--- src/rtl/mistral_mul_pkg.sv ---
`default_nettype none
// ============================================================================
// Module      : mistral_mul_pkg
// Description : Shared widths, helper function and stage-1 record for the
//               shared 27x27 multiplier slice.
// Revision    : 1.0 - initial release
// ============================================================================
package mistral_mul_pkg;

    localparam int MUL_W  = 27;
    localparam int PROD_W = 54;

    // Widest requester index ever carried (up to 8 requesters)
    localparam int c_ID_MAX_W = 3;

    // Index width for n requesters, never narrower than one bit
    function automatic int id_width(input int n);
        if ($clog2(n) < 1) begin
            return 1;
        end
        return $clog2(n);
    endfunction

    // First pipeline stage: operands plus issuing requester
    typedef struct packed {
        logic                  valid;
        logic [c_ID_MAX_W-1:0] id;
        logic [MUL_W-1:0]      a;
        logic [MUL_W-1:0]      b;
    } stage1_t;

endpackage
`default_nettype wire

--- src/rtl/mistral_rr_arbiter.sv ---
`default_nettype none
// ============================================================================
// Module      : mistral_rr_arbiter
// Description : Round-robin arbiter. Grant goes to the first requester found
//               scanning from the pointer upward with wrap; the pointer moves
//               past the winner only when a transfer actually happens.
// Revision    : 1.0 - initial release
// ============================================================================
module mistral_rr_arbiter
    import mistral_mul_pkg::*;
#(
    parameter int N = 4
) (
    input  logic                   clk,
    input  logic                   rst,
    input  logic [N-1:0]           i_req,
    input  logic                   i_advance_en,
    output logic [N-1:0]           o_grant,
    output logic [id_width(N)-1:0] o_gidx,
    output logic                   o_any,
    output logic [id_width(N)-1:0] o_ptr
);

    localparam int c_PTR_W = id_width(N);

    logic [c_PTR_W-1:0] r_ptr;
    logic [c_PTR_W-1:0] w_gidx;
    logic               w_found;

    // Priority scan: first pass covers ptr..N-1, second pass wraps to 0..ptr-1
    always_comb begin
        w_gidx  = '0;
        w_found = 1'b0;
        for (int i = 0; i < N; i++) begin
            if (!w_found && i_req[i] && (c_PTR_W'(i) >= r_ptr)) begin
                w_gidx  = c_PTR_W'(i);
                w_found = 1'b1;
            end
        end
        for (int i = 0; i < N; i++) begin
            if (!w_found && i_req[i]) begin
                w_gidx  = c_PTR_W'(i);
                w_found = 1'b1;
            end
        end
    end

    // One-hot expansion of the winning index
    always_comb begin
        o_grant = '0;
        for (int i = 0; i < N; i++) begin
            o_grant[i] = w_found && (w_gidx == c_PTR_W'(i));
        end
    end

    // Pointer moves to the slot after the winner on each transfer
    always_ff @(posedge clk) begin
        if (rst) begin
            r_ptr <= '0;
        end else if (i_advance_en && w_found) begin
            r_ptr <= (w_gidx == c_PTR_W'(N - 1)) ? '0 : w_gidx + c_PTR_W'(1);
        end
    end

    assign o_gidx = w_gidx;
    assign o_any  = w_found;
    assign o_ptr  = r_ptr;

endmodule
`default_nettype wire

--- src/rtl/mistral_mul_share.sv ---
`default_nettype none
// ============================================================================
// Module      : mistral_mul_share
// Description : One 27x27 hard multiplier shared by NREQ valid/ready
//               requesters through a round-robin arbiter and a LATENCY-deep
//               lock-step pipeline with a single tagged response port.
// Revision    : 1.0 - initial release
// ============================================================================
module mistral_mul_share
    import mistral_mul_pkg::*;
#(
    parameter int NREQ    = 4,
    parameter int LATENCY = 2,
    parameter int SIGNED  = 1
) (
    input  logic                      CLK,
    input  logic                      SCLR,
    input  logic [NREQ-1:0]           REQ_VALID,
    output logic [NREQ-1:0]           REQ_READY,
    input  logic [NREQ*MUL_W-1:0]     REQ_A,
    input  logic [NREQ*MUL_W-1:0]     REQ_B,
    output logic                      RSP_VALID,
    input  logic                      RSP_READY,
    output logic [id_width(NREQ)-1:0] RSP_ID,
    output logic [PROD_W-1:0]         RSP_Y,
    output logic                      BUSY
);

    localparam int c_ID_W = id_width(NREQ);

    stage1_t             r_s1;
    logic                w_out_valid;
    logic                w_adv;
    logic                w_advance_en;
    logic                w_tail_busy;
    logic [NREQ-1:0]     w_grant;
    logic [c_ID_W-1:0]   w_gidx;
    logic [c_ID_W-1:0]   w_rr_ptr;
    logic                w_any;
    logic [MUL_W-1:0]    w_sel_a;
    logic [MUL_W-1:0]    w_sel_b;
    logic [PROD_W-1:0]   w_prod;
    logic                w_unused;

    // Whole pipe shifts together unless the output stage is held by backpressure
    assign w_adv        = !w_out_valid || RSP_READY;
    assign w_advance_en = w_adv && !SCLR;

    mistral_rr_arbiter #(
        .N (NREQ)
    ) u_arb (
        .clk          (CLK),
        .rst          (SCLR),
        .i_req        (REQ_VALID),
        .i_advance_en (w_advance_en),
        .o_grant      (w_grant),
        .o_gidx       (w_gidx),
        .o_any        (w_any),
        .o_ptr        (w_rr_ptr)
    );

    assign REQ_READY = w_grant & {NREQ{w_advance_en}};

    // Operand select from the granted requester
    always_comb begin
        w_sel_a = '0;
        w_sel_b = '0;
        for (int i = 0; i < NREQ; i++) begin
            if (w_grant[i]) begin
                w_sel_a = REQ_A[MUL_W*i +: MUL_W];
                w_sel_b = REQ_B[MUL_W*i +: MUL_W];
            end
        end
    end

    // Stage 1 captures operands and requester index on a transfer, a bubble otherwise
    always_ff @(posedge CLK) begin
        if (SCLR) begin
            r_s1.valid <= 1'b0;
        end else if (w_adv) begin
            r_s1.valid <= w_any;
            if (w_any) begin
                r_s1.id <= c_ID_MAX_W'(w_gidx);
                r_s1.a  <= w_sel_a;
                r_s1.b  <= w_sel_b;
            end
        end
    end

    // Combinational 27x27 product out of stage 1; maps onto the hard multiplier
    if (SIGNED != 0) begin : g_signed
        logic signed [PROD_W-1:0] w_sa;
        logic signed [PROD_W-1:0] w_sb;
        assign w_sa   = PROD_W'($signed(r_s1.a));
        assign w_sb   = PROD_W'($signed(r_s1.b));
        assign w_prod = w_sa * w_sb;
    end else begin : g_unsigned
        assign w_prod = PROD_W'(r_s1.a) * PROD_W'(r_s1.b);
    end

    if (LATENCY == 1) begin : g_lat1
        assign w_out_valid = r_s1.valid;
        assign RSP_ID      = r_s1.id[c_ID_W-1:0];
        assign RSP_Y       = w_prod;
        assign w_tail_busy = 1'b0;
    end else begin : g_latn
        logic [LATENCY:2]  r_v;
        logic [c_ID_W-1:0] r_id [2:LATENCY];
        logic [PROD_W-1:0] r_y  [2:LATENCY];

        // Product stages shift in lock-step with stage 1, bubbles included
        always_ff @(posedge CLK) begin
            if (SCLR) begin
                r_v <= '0;
            end else if (w_adv) begin
                r_v[2]  <= r_s1.valid;
                r_id[2] <= r_s1.id[c_ID_W-1:0];
                r_y[2]  <= w_prod;
                for (int s = 3; s <= LATENCY; s++) begin
                    r_v[s]  <= r_v[s-1];
                    r_id[s] <= r_id[s-1];
                    r_y[s]  <= r_y[s-1];
                end
            end
        end

        assign w_out_valid = r_v[LATENCY];
        assign RSP_ID      = r_id[LATENCY];
        assign RSP_Y       = r_y[LATENCY];
        assign w_tail_busy = |r_v;
    end

    assign RSP_VALID = w_out_valid;
    assign BUSY      = r_s1.valid || w_tail_busy;

    // Upper index bits and the pointer are not needed for every NREQ
    assign w_unused = ^{r_s1.id, w_rr_ptr};

endmodule
`default_nettype wire

--- config.mk ---
export PLATFORM = sky130hd
export DESIGN_NAME = mistral_mul_share
export DESIGN_NICKNAME = d
export VERILOG_FILES = /design/src/rtl/mistral_mul_pkg.sv /design/src/rtl/mistral_rr_arbiter.sv /design/src/rtl/mistral_mul_share.sv
export SDC_FILE = /design/constraint.sdc
export NUM_CORES = 2
export LEC_CHECK = 0
export ABC_AREA = 1
export CORE_MARGIN = 1
export CORE_UTILIZATION = 50
export CTS_BUF_LIST = sky130_fd_sc_hd__clkbuf_8
export DETAILED_ROUTE_END_ITERATION = 16
export GPL_TIMING_DRIVEN = 0
export HOLD_SLACK_MARGIN = 0.06
export PLACE_DENSITY = 0.8
export RECOVER_POWER = 100
export SETUP_SLACK_MARGIN = 0.05
export SLEW_MARGIN = 20
export SYNTH_ARGS = -nofsm -noshare
export SYNTH_HDL_FRONTEND = slang
export SYNTH_SLANG_ARGS = --single-unit
--- constraint.sdc ---
create_clock -name CLK -period 9 [get_ports CLK]
set_input_delay 0.9 -clock CLK [delete_from_list [all_inputs] [get_ports CLK]]
set_output_delay 0.9 -clock CLK [all_outputs]
set_load 0.05 [all_outputs]
After elaboration in Yosys (flattened, before gate mapping)
Memory sizes are Yosys's and may differ from the RTL's.
Cells that the tools add are included.
Word-level totals
  output and inout port bits: 62
  memories kept: 2
  bits in registers: 60
  RAM bits: 56
  word-level logic and storage cells: 76
Cells by class
  reduce and logical (&&, ||, !) cells: 30
  bitwise logic cells: 2
  multiply operators: 1
  equal/unequal tests: 3
  $add $sub $neg: 1
  muxes and demuxes: 27
  order comparisons: 4
Memories
  g_latn.r_y: words 1, width 54, rd ports 1, clocked after Yosys merged registers in 0, write ports 1, RTL line mistral_mul_share.sv:109  | logic [PROD_W-1:0] r_y [2:LATENCY];
  g_latn.r_id: words 1, width 2, rd ports 1, clocked after Yosys merged registers in 0, write ports 1, RTL line mistral_mul_share.sv:108  | logic [c_ID_W-1:0] r_id [2:LATENCY];
Operators by type and width (count)
  27-bit two-way mux: 8
  27-bit by 27-bit multiplier with 54-bit output: 1
  1-bit logical AND: 17
  2-bit two-way mux: 7
  1-bit two-way mux: 12
  1-bit zero test: 9
  4-bit bitwise AND: 1
  2-bit equality test (second input constant): 2
  1-bit by 2-bit >= comparator with 1-bit output (first input constant): 2
  2-bit >= comparator (first input constant): 2
  3-bit AND reduction: 1
  2-bit by 1-bit adder with 2-bit output (second input constant): 1
  2-bit by 1-bit equality test with 1-bit output (second input constant): 1
  2-bit zero test: 1
  1-bit logical OR: 2
  1-bit inverter: 1

Longest topological paths before layout
  depth in word-level cells: 33
  gate-level depth with buffers: 31
  depth with buffers taken out: 29

By module
Synthesis repeated with hierarchy kept, for this count alone.
Second synthesis, totals
  cell total of the unflattened synthesis: 4167
  area, all modules: 33522.2 um^2
By module, submodules not included
  mistral_mul_share: area each 33226.9 um^2, times used 1, cells each 4117
  mistral_rr_arbiter: area each 295.3 um^2, times used 1, cells each 50

Least setup slack after synthesis
Ideal clock, no wire load.
  path kind: register -> register
  start: register r_s1, in the netlist g_signed.w_sa[26]
  end: memory g_latn.r_y[2][53], data pin
  arrival time: 6.409 ns
  setup slack: 2.339 ns
  period minus slack after synthesis: 6.661 ns
  data required time: 8.748 ns
  cell stages (with the launch flop): 28
  path through: edfxtp_1 > clkbuf_1 > clkbuf_1 > nand2_1 > inv_1 > fa_1 > fa_1 > inv_1 > fa_1 > inv_1 > fa_1 > inv_1 > fa_1 > fa_1 > inv_1 > fa_1 > ha_1 > nand2_1 > nor3_1 > nand2_1 > nor2_1 > nand2_1 > inv_1 > nand2_1 > inv_1 > nor2_1 > nand2_1 > nand2_1
Between the ends
  longest elaborated chain between the ends: 1
Ends and longest elaborated chain
  start: declaration: RTL line mistral_mul_share.sv:31  | stage1_t r_s1;
  27-bit by 27-bit multiplier with 54-bit output: RTL line mistral_mul_share.sv:96  | assign w_prod = w_sa * w_sb;
  net w_prod[53]: RTL line mistral_mul_share.sv:42  | logic [PROD_W-1:0] w_prod;
  end: declaration: RTL line mistral_mul_share.sv:109
The timed path passes the listed nets, and every way through them passes these cells.

Worst setup path in the final report
  start: register r_s1, in the netlist g_signed.w_sb[4]
  end: memory g_latn.r_y[2][41], data pin
The elaborated chain is that of the path after synthesis.

==> results.md <==
- Initial antenna violation count: 2
- Fin cells: about 6000
- Area grow syn2layout: 12.6%
- Yosys Warn Count: 0
- Min Tclk post-route: 8.69 ns
- Postcts setup bufs: 0
- Max frequency: roughly 0.12 GHz
- Die Span Y: 267 µm
- Ys flop type: edfxtp_1
- Unique masters post-synth: 30
- Maxcap violations: 3
- I/O pin count: between 200 and 300
- Worst hold path class: register to register
- Slew Limit Headroom: -41.7%
- Register area share after synthesis: just under 10%
- DIE AREA: roughly 71000 µm²
- Worst hold path endpoint: g_latn.r_id[2][1]
- Pin count of the biggest net entering global routing: 39
- Max Slew Vio Count: 95
- Worst path bufs/invs: 7
- Core ar.: between 60000 and 70000 µm²
- Count leader, synth: inv_1
- Worst-path clk slew: 0.08 ns
- CP startpoint kind: register
- First-pass GRT wire length: 183 mm
- Final hold vios: 0
- Starting DRT DRC Count: 3037
- Clk sinks: approximately 120
- CTS tree: built
- Syn Inst Count: roughly 4600
- Post-Syn Nets: 5755
- Hold Crit Depth: 0
- Most used cell, CP: fa_1
- CP max-delay cell: fa_1
- Chip width: between 200 and 300 µm
- Final layout net count: 6060
- Min-delay src: r_s1[55]
- Avg Synthesized Cell Area: 7.59 µm²
- Total number of vias: ~31000
- Slew @ Worst Pin: roughly 2.1 ns
- Critical-path cell list: clkbuf_1 > clkbuf_1 > nand2_1 > inv_1 > fa_1 > fa_1 > inv_1 > fa_1 > inv_1 > fa_1 > fa_1 > fa_1 > inv_1 > fa_1 > inv_1 > ha_1 > nand2_1 > nor2_1 > nand2_1 > nor3_1 > nand3b_1 > nand4_1 > nand2_1
- CTS buffer count: 17
- DRC violations left: 0
- Fill cells: roughly 6400
- Starting Density: roughly 51%
- Worst r2r src: g_signed.w_sb[4]
- # rows: 96
- Final GP Congestion: between 1 and 1.5
- Drt total wl: 119 mm
- Failing checks: max-capacitance violations, max-slew violations
- Port bufs: 284
- TNS Setup: 0 ns
- Placed cells: 5827
- Post-DP HPWL: about 100 mm
- Synthesis-stage register bit count: around 120
- Vias per std cell: 5.21
- Share of the synthesized area in the top cell type: 43.5%
- Total grt overflow: 0
- Vias in the first global route: 31900
- Worst skew pair latency: 0.53 ns
- Final setup viols: 0
- Top cells by count, synth: inv_1, nand2_1, fa_1
- Kind of critical path: register to register
- DR pass1 iterations: 6
- Delay-heaviest family, CP: adder cells
- RSZ-0062 raised after global routing: false
- FF-to-FF path depth: 23
- Root Driver: clkbuf_8
- Share of cells above drive strength 1: ~1.6%
- Critical Path End Type: register
- Detail-routed net length per standard cell: about 20 µm
- Post-synth ARST share: 0%
- Cell taking the most area after synthesis: fa_1
- Hold buffers post-CTS: 0
- Setup Skew: ~0.021 ns
- FF-to-FF End: g_latn.r_y[2][41]
- Number of synthesized flops with an enable pin: roughly 110
- Status: finished with violations
- Synthesized area: between 30000 and 40000 µm²
- Worst Path Max Fanout: 10
- Total Routing Usage GR: about a third
- Clock buffer depth: 2
- Post-route ant nets: 0
- Register-to-register setup slack: a little over 0.3 ns
- H-tree depth: 4
- Crit path required time: between 9 and 10 ns
- CP max stage delay: roughly 0.84 ns
- Critical Path AT: about 9.0 ns
- Top post-synthesis cells by area: fa_1, inv_1, nand2_1
- Period utilization: 96.6%
-- metal layers --
layer | GRT usage [%] | vias to the layer above | part of all wire [%]
met5 | 0 | - | 0.014
met4 | 21.9 | 2 | 7.1
met3 | 6.92 | 394 | 9.9
met2 | 55.8 | 1661 | 46
met1 | 44.0 | 15000 | 37
li1 | - | 13500 | -
-- worst max-delay path by stage --
stage	slack, ns	depth (start not counted)	startpoint	endpoint
final	0.31	23	g_signed.w_sb[4]	g_latn.r_y[2][41]
after floorplan	2.34	27	g_signed.w_sa[26]	g_latn.r_y[2][53]
after CTS	0.35	23	g_signed.w_sa[26]	g_latn.r_y[2][41]
after global routing	0.06	21	g_signed.w_sb[4]	g_latn.r_y[2][45]
after global placement	0.36	5	RSP_READY	g_signed.w_sb[6]
after detailed placement	0.43	23	g_signed.w_sa[26]	g_latn.r_y[2][46]
-- through the flow --
step | setup slack, ns | cell area, µm² | hold WS [ns] | util, %
detailed placement | 0.426 | 39100 | 0.412 | 56.7
CTS | 0.350 | 39500 | 0.446 | 57.2
floorplan | 2.34 | 35000 | 0.400 | -
finish | 0.307 | 39400 | 0.444 | 57.2
global placement | 0.358 | 39000 | 0.402 | 56.6
global route | 0.0581 | 39400 | 0.451 | 57.2
-- what timing repair did --
| item | CTS | global route |
|---|---|---|
| hold endpoints to repair | 0 | 0 |
| setup endpoints to repair | 0 | 6 |
| gates resized for setup | 0 | 5 |
-- sequential cells by signal (all words and copies together), names as in the netlist --
| signal | flops |
|---|---|
| u_arb.o_ptr | 2 |
| g_signed.w_sa | 27 |
| r_s1 | 3 |
| g_latn.r_id | 2 |
| g_signed.w_sb | 27 |
| g_latn.r_y | 54 |
| RSP_VALID | 1 |
-- cells in the final DEF, fill, tap and decap left out, types with 2 or more instances in the layout --
master / instances
edfxtp_1: 112
bufinv_16: 2
clkinv_2: 2
xor2_1: 23
fa_1: 761
nor3_1: 14
inv_1: 1437
buf_2: 25
clkbuf_2: 2
xnor2_1: 18
nand2_1: 1260
inv_6: 3
dlygate4sd3_1: 64
buf_6: 8
nor2_1: 226
nand3_1: 205
ha_1: 162
clkbuf_1: 183
a21oi_1: 108
buf_1: 2
nand3b_1: 2
and2_0: 4
o21bai_1: 4
o21ai_0: 16
nand4_1: 22
clkinvlp_4: 4
dfxtp_1: 4
clkinv_4: 3
clkdlybuf4s50_1: 220
or2_2: 7
clkbuf_8: 18
-- logic make-up after synthesis --
family | after synthesis | synth area share, %
AO/OA/AOI/OAI | 129 | 1.88
AND/OR/NAND/NOR | 1743 | 19.9
XOR/XNOR | 41 | 1.03
buffers and inverters | 1657 | 18.1
flip-flops | 116 | 9.84
adder cells (fa/ha/maj) | 923 | 49.3
-- final cells by class --
type	count	area, µm²	area share [%]
antenna	1	2.50	0.00635
buffer	218	916	2.32
clock buffer	18	248	0.629
clock inverter	14	153	0.387
inverter	1438	5400	13.7
multi-input combinational	2836	25200	64.0
sequential	116	3440	8.74
tap	931	1160	2.96
timing repair buffer	287	2850	7.24
Power is left out: the tool's default activity adds up to more than one toggle a clock period on the data nets, which glitch-free logic cannot reach.
